## src/rtl/mux_n_pipe_if.sv

```systemverilog
// Handshake bundle for mux_n_pipe: upstream beat (data, select, valid/ready),
// downstream beat (data, valid/ready) and the sticky select-error flag.
interface mux_n_pipe_if #(
    parameter int WIDTH  = 5,
    parameter int NUM_IN = 2
);
    localparam int SEL_W = (NUM_IN <= 2) ? 1 : $clog2(NUM_IN);

    logic [NUM_IN*WIDTH-1:0] in_data;
    logic [SEL_W-1:0]        sel;
    logic                    in_valid;
    logic                    in_ready;
    logic [WIDTH-1:0]        out_data;
    logic                    out_valid;
    logic                    out_ready;
    logic                    sel_err;

    modport master (
        output in_data, sel, in_valid, out_ready,
        input  in_ready, out_data, out_valid, sel_err
    );

    modport slave (
        input  in_data, sel, in_valid, out_ready,
        output in_ready, out_data, out_valid, sel_err
    );
endinterface

```

## src/rtl/mux_n_pipe.sv

```systemverilog
// N-input registered selector with a two-entry skid buffer on a valid/ready stream.
// Define MUX_N_PIPE_SEL_CHECK_EN to build the sticky out-of-range select flag.
module mux_n_pipe #(
    parameter int WIDTH  = 5,
    parameter int NUM_IN = 2
) (
    input  logic         clk,
    input  logic         rst,
    mux_n_pipe_if.slave  bus
);
    localparam int SEL_W = (NUM_IN <= 2) ? 1 : $clog2(NUM_IN);

    typedef enum logic [1:0] {
        S_EMPTY = 2'd0,
        S_ONE   = 2'd1,
        S_FULL  = 2'd2
    } state_t;

    // Out-of-range selects fall through every comparison and yield zero.
    function automatic logic [WIDTH-1:0] f_select(
        input logic [NUM_IN*WIDTH-1:0] d,
        input logic [SEL_W-1:0]        s
    );
        logic [WIDTH-1:0] res;
        res = '0;
        for (int k = 0; k < NUM_IN; k++) begin
            if (32'(s) == k) res = d[k*WIDTH +: WIDTH];
        end
        return res;
    endfunction

    state_t           r_state;
    state_t           w_state_nxt;
    logic [WIDTH-1:0] r_main;
    logic [WIDTH-1:0] r_skid;
    logic [WIDTH-1:0] w_word;
    logic             w_in_ready;
    logic             w_accept;
    logic             w_pop;
    logic             w_load_main;
    logic             w_main_from_skid;
    logic             w_load_skid;

    // in_ready depends only on state so out_ready never reaches it combinationally.
    assign w_in_ready = (r_state != S_FULL) && !rst;
    assign w_accept   = bus.in_valid && w_in_ready;
    assign w_pop      = (r_state != S_EMPTY) && bus.out_ready;
    assign w_word     = f_select(bus.in_data, bus.sel);

    always_comb begin
        w_state_nxt      = r_state;
        w_load_main      = 1'b0;
        w_main_from_skid = 1'b0;
        w_load_skid      = 1'b0;
        case (r_state)
            S_EMPTY: begin
                if (w_accept) begin
                    w_state_nxt = S_ONE;
                    w_load_main = 1'b1;
                end
            end
            S_ONE: begin
                if (w_accept && w_pop) begin
                    w_load_main = 1'b1;
                end else if (w_accept) begin
                    w_state_nxt = S_FULL;
                    w_load_skid = 1'b1;
                end else if (w_pop) begin
                    w_state_nxt = S_EMPTY;
                end
            end
            S_FULL: begin
                if (w_pop) begin
                    w_state_nxt      = S_ONE;
                    w_load_main      = 1'b1;
                    w_main_from_skid = 1'b1;
                end
            end
            default: w_state_nxt = S_EMPTY;
        endcase
    end

    always_ff @(posedge clk) begin
        if (rst) begin
            r_state <= S_EMPTY;
            r_main  <= '0;
            r_skid  <= '0;
        end else begin
            r_state <= w_state_nxt;
            if (w_load_main) r_main <= w_main_from_skid ? r_skid : w_word;
            if (w_load_skid) r_skid <= w_word;
        end
    end

    assign bus.in_ready  = w_in_ready;
    assign bus.out_valid = (r_state != S_EMPTY);
    assign bus.out_data  = r_main;

`ifdef MUX_N_PIPE_SEL_CHECK_EN
    logic w_sel_oor;
    logic r_sel_err;

    assign w_sel_oor = (32'(bus.sel) >= NUM_IN);

    always_ff @(posedge clk) begin
        if (rst) begin
            r_sel_err <= 1'b0;
        end else if (w_accept && w_sel_oor) begin
            r_sel_err <= 1'b1;
        end
    end

    assign bus.sel_err = r_sel_err;
`else
    assign bus.sel_err = 1'b0;
`endif
endmodule
```

## src/flat_wrapper.sv

```systemverilog
// flat-port wrapper written by rule: the top's interface ports become plain ports
module mux_n_pipe_flat 
#(
    parameter int WIDTH  = 5,
    parameter int NUM_IN = 2
)
  (clk, rst, bus_in_data, bus_sel, bus_in_valid, bus_out_ready, bus_in_ready, bus_out_data, bus_out_valid, bus_sel_err);
  mux_n_pipe_if #(.WIDTH(WIDTH), .NUM_IN(NUM_IN)) bus_i ();
  input  logic clk;
  input  logic rst;
  input wire logic [$bits(bus_i.in_data)-1:0] bus_in_data;
  input wire logic [$bits(bus_i.sel)-1:0] bus_sel;
  input wire logic [$bits(bus_i.in_valid)-1:0] bus_in_valid;
  input wire logic [$bits(bus_i.out_ready)-1:0] bus_out_ready;
  output wire logic [$bits(bus_i.in_ready)-1:0] bus_in_ready;
  output wire logic [$bits(bus_i.out_data)-1:0] bus_out_data;
  output wire logic [$bits(bus_i.out_valid)-1:0] bus_out_valid;
  output wire logic [$bits(bus_i.sel_err)-1:0] bus_sel_err;
  assign bus_i.in_data = bus_in_data;
  assign bus_i.sel = bus_sel;
  assign bus_i.in_valid = bus_in_valid;
  assign bus_i.out_ready = bus_out_ready;
  assign bus_in_ready = bus_i.in_ready;
  assign bus_out_data = bus_i.out_data;
  assign bus_out_valid = bus_i.out_valid;
  assign bus_sel_err = bus_i.sel_err;
  mux_n_pipe #(.WIDTH(WIDTH), .NUM_IN(NUM_IN)) u_core (.clk(clk), .rst(rst), .bus(bus_i));
endmodule
```

## config.mk

```make
export PLATFORM = sky130hd
export DESIGN_NAME = mux_n_pipe_flat
export DESIGN_NICKNAME = d
export VERILOG_FILES = /design/src/rtl/mux_n_pipe_if.sv /design/src/rtl/mux_n_pipe.sv /design/src/flat_wrapper.sv
export SDC_FILE = /design/constraint.sdc
export NUM_CORES = 1
export LEC_CHECK = 0
export CORE_ASPECT_RATIO = 0.75
export CORE_MARGIN = 4
export CORE_UTILIZATION = 40
export DETAILED_ROUTE_END_ITERATION = 16
export GPL_ROUTABILITY_DRIVEN = 0
export PLACE_DENSITY = 0.76
export SYNTH_ARGS = -nofsm -noshare
export SYNTH_HDL_FRONTEND = slang
export SYNTH_SLANG_ARGS = --single-unit
```

## constraint.sdc

```tcl
create_clock -name clk -period 1.8 [get_ports clk]
set_clock_uncertainty 0.05 [all_clocks]
set_input_delay 0.54 -clock clk [delete_from_list [all_inputs] [get_ports clk]]
set_output_delay 0.54 -clock clk [all_outputs]
set_load 0.005 [all_outputs]
```

==> metrics, run 1 <==
outcome=complete, no violations; vias in the first global route=about 650; CP most frequent cell=dlygate4sd2_1; Tmin final=1.72 ns; DPL Wire Length=1370 um; number of port buffers=21; Die W=57.4 um; Final setup viols=0; H-tree depth=1; area leader, netlist=dfxtp_1; row cnt=13; routed wire length per instance=13.2 um; Sequential Power Share=0.438; first-pass GRT wire length=2800 um; top routing layer in use=met3; count leader, synth=dfxtp_1; Peak VDD IR=0.000481 V; number of synthesized flops with an enable pin=0; fin crit share=0.958; post-synth cell types=23; drt drc=0; ranking of synthesized cells by area=dfxtp_1 33%, nand4bb_1 9.2%, mux2i_1 8.2%; Final Instance Count excl. Fillers=128; Die Area=2590 sq um; dpl cells=124; PD cells=638 nW/um^2; switch share=0.243; Die H=45.0 um; metal1 wirelength=777 um; Clock transition at path regs=0.08 ns; CTS tree=yes; first-iteration detailed-routing DRC count=8; HP Class=reg -> reg; Initial Util=0.421; CP top delay family=buffers and inverters; clock sink count=12; Final Hold Vio Count=0; Worst path slowest cell=dlygate4sd2_1; YS warnings=0; via count=around 660; MaxCap Viol Count=0; Mapped Nets=94; final wirelength=1690 um; initial antenna violation count=0; Critical Path End Type=output port; grt total ovfl=0; RSZ-0062 raised after global routing=false; worst-path cell chain=dlygate4sd2_1, nor2_1, dlygate4sd2_1; Startpoint Class=input pin; WP data arrival=between 1 and 1.5 ns; kind of critical path=in -> out; Clk network pwr share=0.329; fin nets=122; layout cells sized above 1=0.198; Total GRT Usage=0.142; pin count of the biggest net entering global routing=14; area grow syn2layout=39.3%; Psw=0.158 mW; slowest stage delay, CP=between 0.2 and 0.3 ns; number of diodes=0; post-synthesis async set-or-reset flop share=0; Clock Tree Root=clkbuf_4; critical-path maximum fanout=2; Vias/cell=5.18; #FFs+latches synth=12; leak pwr=slightly below 0.4 nW; Syn Inst Count=79; Core ar.=between 1500 and 2000 sq um; pre-CTS WS=-0.393 ns; final setup margin=0.0753 ns; Netlist Area Pre-Place=between 700 and 800 sq um; Int Pwr=0.493 mW; Bufs on Longest Clock Path=2; post_cts resized=3; DRT antenna net count=0; Worst Path Buf+Inv=2; DR pass1 iterations=4; WHS=0.415 ns; post-synth top area share=0.328; Final Max Tran Viols=0; TritonCTS Buffers=3; post-route core utilization=0.586; Hold Buf Count CTS=0; Fmax=580 MHz; met3 wire length=146 um; top_reg_cell synth=dfxtp_1; Logic pwr share=0.233; commonest cells in the synthesized netlist=12 x dfxtp_1, 11 x nor3_1, 7 x a21oi_1; Critical Path RT=around 1.2 ns; IO Count=23; Avg Cell Area, Syn=about 9.3 sq um; Post-CTS Setup Bufs=0; clk_lat worst skew=0.28 ns; Met2 Wirelength=766 um; sequential element share of the synthesized area=0.328
## state kept, by name, summed over array words and instances, names as in the netlist
register,count
u_core.r_state,2
u_core.r_skid,5
u_core.bus.out_data,5
## power by group through the flow
stage	registers (mW)	logic, mW	clock network, mW
4_1_cts	0.285	0.153	0.222
5_1_grt	0.287	0.165	0.237
3_5_place_dp	0.291	0.156	0
2_1_floorplan	0.291	0.0779	0
3_3_place_gp	0.291	0.152	0
6_report	0.285	0.152	0.214
## area by class of cell
type                    count  area [sq um]
fillers                   171           721
multi-input cells          59           438
repair buffers             30           274
flip-flops and latches     12           240
clock buffers               4          36.3
well taps                  22          27.5
inverters                   1          3.75
## worst paths after layout
check | from | to | slack, ns | depth (start not counted)
worst min-delay path | u_core.bus.out_data[3]$_SDFFE_PP0P_ | u_core.bus.out_data[3]$_SDFFE_PP0P_ | 0.41 | 2
worst max-delay path | rst | bus_in_ready | 0.08 | 3
worst max register to register | u_core.r_state[0]$_SDFFE_PP0P_ | u_core.bus.out_data[2]$_SDFFE_PP0P_ | 0.39 | 4
worst min register to register | u_core.bus.out_data[3]$_SDFFE_PP0P_ | u_core.bus.out_data[3]$_SDFFE_PP0P_ | 0.41 | 2
## layer usage
layer  track usage  vias up
li1              -      343
met1         0.174      298
met2         0.225       22
met3        0.0743        0
met4        0.0278        0
met5             0        -
## placed cells by master (no fill, tap or decap)
cell type / n
a21oi_1: 7
a31oi_4: 1
and3b_1: 1
and4bb_4: 1
buf_4: 9
clkbuf_4: 3
clkbuf_8: 1
clkdlybuf4s50_1: 18
conb_1: 1
dfxtp_1: 12
dlygate4sd2_1: 3
inv_1: 1
mux2_2: 5
mux2i_1: 6
nand2_1: 6
nand4bb_1: 6
nor2_1: 3
nor2b_1: 2
nor3_1: 11
o211ai_1: 5
o21a_1: 1
or2_2: 1
or2b_1: 1
or3b_1: 1
## worst register-to-register path: stages (launching register included)
cell	delay, ns
dfxtp_1	0.37
buf_4	0.18
and3b_1	0.26
a31oi_4	0.28
mux2i_1	0.22
## logic make-up after synthesis
logic type | Yosys count | share of synthesized area
AND/OR/NAND/NOR | 33 | 0.296
AO/OA/AOI/OAI | 14 | 0.138
flip-flops | 12 | 0.328
multiplexers | 11 | 0.159
buffers and inverters | 8 | 0.0735
other | 1 | 0.00512
## stage by stage
step	cell area [sq um]	power, mW	TNS, ns
2_1_floorplan	732	0.369	0
3_3_place_gp	987	0.443	-1.68
3_5_place_dp	987	0.447	-2.19
4_1_cts	1020	0.660	0
5_1_grt	1020	0.690	0
6_report	1020	0.651	0
Power figures use the tool's default switching activity.
==> run 2, diff against run 1 <==
- CORE_ASPECT_RATIO: 0.75 -> unset
==> run 2 against run 1 <==
Sequential power barely moved. Critical path depth fell by 1. Power rose by 0.38%. Clock power rose by 3%. Clock-buffer cell count did not move. Maximum frequency fell by 0.22%. Non-clock buffer count fell by 1. Combinational power barely moved. Wire length fell by 0.41%. Final cell count rose by 1.6%. Flip-flop and latch count did not move. Die area fell by 0.28%. Critical path type is now reg -> out. Largest power group unchanged.
==> metrics, run 2 (synthesis gave the netlist of run 1 again) <==
Final Hold Vio Count=0 (unchanged); outcome=complete, no violations; CTS tree=yes; vias in the first global route=699 (+8.4%); TritonCTS Buffers=3 (unchanged); Final Max Tran Viols=0 (unchanged); leak pwr=0.383 nW (-1.4%); DPL Wire Length=1320 um (-3.6%); Total GRT Usage=0.149 (+0.00670); MaxCap Viol Count=0 (unchanged); Clock transition at path regs=0.08 ns (about the same); commonest cells after routing, fill and taps aside=18 x clkdlybuf4s50_1, 12 x dfxtp_1, 11 x nor3_1; hold wc startpoint=u_core.bus.out_data[0]$_SDFFE_PP0P_; Total Power=0.653 mW (+0.38%); Die Area=2580 sq um (-0.28%); DR pass1 iterations=4 (unchanged); first-iteration detailed-routing DRC count=14 (+6); Peak VDD IR=0.000389 V (-19%); fin crit share=0.960 (+0.00210); kind of critical path=reg -> out; Clock Tree Root=clkbuf_4; drt drc=0 (unchanged); WHS=0.410 ns (-0.00415 ns); Bufs on Longest Clock Path=2 (unchanged); Critical Path End Type=output port; routed wire length per instance=12.9 um (-1.9%); final setup margin=0.0715 ns (-0.00379 ns); Final Instance Count excl. Fillers=130 (+1.6%); Die W=50.8 um (-12%); clock sink count=12 (unchanged); worst r2r path cells=4 (unchanged); Initial Util=0.424 (+0.00335); area grow syn2layout=39.0%; row cnt=15 (+2); DRT antenna net count=0 (unchanged); Tmin final=1.73 ns (+0.00379 ns); clk_lat worst skew=0.28 ns (about the same); WHS Path Cells=2 (unchanged); HP Class=reg -> reg; dpl cells=125 (+0.81%); WP data arrival=1.14 ns (about the same); H-tree depth=1 (unchanged); fin nets=121 (-0.82%); pre-CTS WS=-0.377 ns (+0.0167 ns); Startpoint Class=flop; Die H=50.8 um (+13%); layout cells sized above 1=0.200 (+0.00189); Hold Buf Count CTS=0 (unchanged); Critical Path RT=1.21 ns (about the same); number of port buffers=21 (unchanged); worst r2r dst=u_core.bus.out_data[1]$_SDFFE_PP0P_; Hold EP=u_core.bus.out_data[0]$_SDFFE_PP0P_; Final setup viols=0 (unchanged); Fmax=579 MHz (-0.22%); final wirelength=1680 um (-0.41%); final setup TNS=0 ns (unchanged); initial antenna violation count=0 (unchanged); Reg-to-Reg Start=u_core.r_state[0]$_SDFFE_PP0P_; critical-path maximum fanout=3 (+1); IO Count=23 (unchanged); first-pass GRT wire length=2990 um (+6.6%); PD cells=642 nW/um^2 (+0.62%); reg2reg setup slack=0.39 ns (about the same); pin count of the biggest net entering global routing=17 (+3); via count=678 (+2.3%); grt total ovfl=0 (unchanged); most common cell after layout, fill and taps aside=clkdlybuf4s50_1; Vias/cell=5.22 (+0.69%); number of diodes=0 (unchanged); Core ar.=1730 sq um (-0.79%)
[run 2: changes by cell type in the layout (fill, tap and decap cells not counted), sizes merged]
cell  change
buf       -1
[run 2: worst max path at each step]
| stage | slack (ns) | start | cells past startpoint | end |
|---|---|---|---|---|
| 5_1_grt | -0.0001 | bus_out_ready | 4 | u_core.bus.out_data[2]$_SDFFE_PP0P_ |
| 2_1_floorplan | 0.32 | rst | 2 | bus_in_ready |
| 3_5_place_dp | -0.38 | rst | 3 | bus_in_ready |
| 6_report | 0.07 | u_core.r_state[1]$_SDFFE_PP0P_ | 2 | bus_out_valid |
| 3_3_place_gp | -0.38 | rst | 3 | bus_in_ready |
| 4_1_cts | 0.05 | u_core.r_state[1]$_SDFFE_PP0P_ | 2 | bus_out_valid |
[run 2: repair_timing]
action	CTS	global route
gates cloned	0	0
pin swaps	0	1
setup endpoints to repair	2	5
resized for setup	3	1
buffers inserted	0	1
[run 2: metrics by stage]
| stage | utilization | cell area, sq um |
|---|---|---|
| floorplan | - | 732 |
| global placement | 0.565 | 976 |
| detailed placement | 0.565 | 976 |
| CTS | 0.584 | 1010 |
| global route | 0.589 | 1020 |
| finish | 0.589 | 1020 |
[run 2: critical path, stage by stage (launching register included)]
cell	delay [ns]
dfxtp_1	0.32
or2_2	0.28
dlygate4sd2_1	0.26
[run 2: routing by layer]
metal,global-route usage,share of wire,vias up,routed length [um]
li1,-,-,339,-
met1,0.183,0.45,306,751
met2,0.252,0.47,27,787
met3,0.0267,0.065,6,109
met4,0.0628,0.020,0,34
met5,0,0,-,0
[run 2: cell type report]
cell class	instances	area, sq um
Fill cell	162	709
Multi-Input combinational cell	59	439
Timing Repair Buffer	29	267
Sequential cell	12	240
Clock buffer	4	36.3
Tap cell	25	31.3
Inverter	1	3.75
[run 2: power breakdown]
part           switching [mW]  internal (mW)
clock                  0.0964          0.123
combinational          0.0604         0.0892
sequential            0.00615          0.278
total                   0.163          0.491
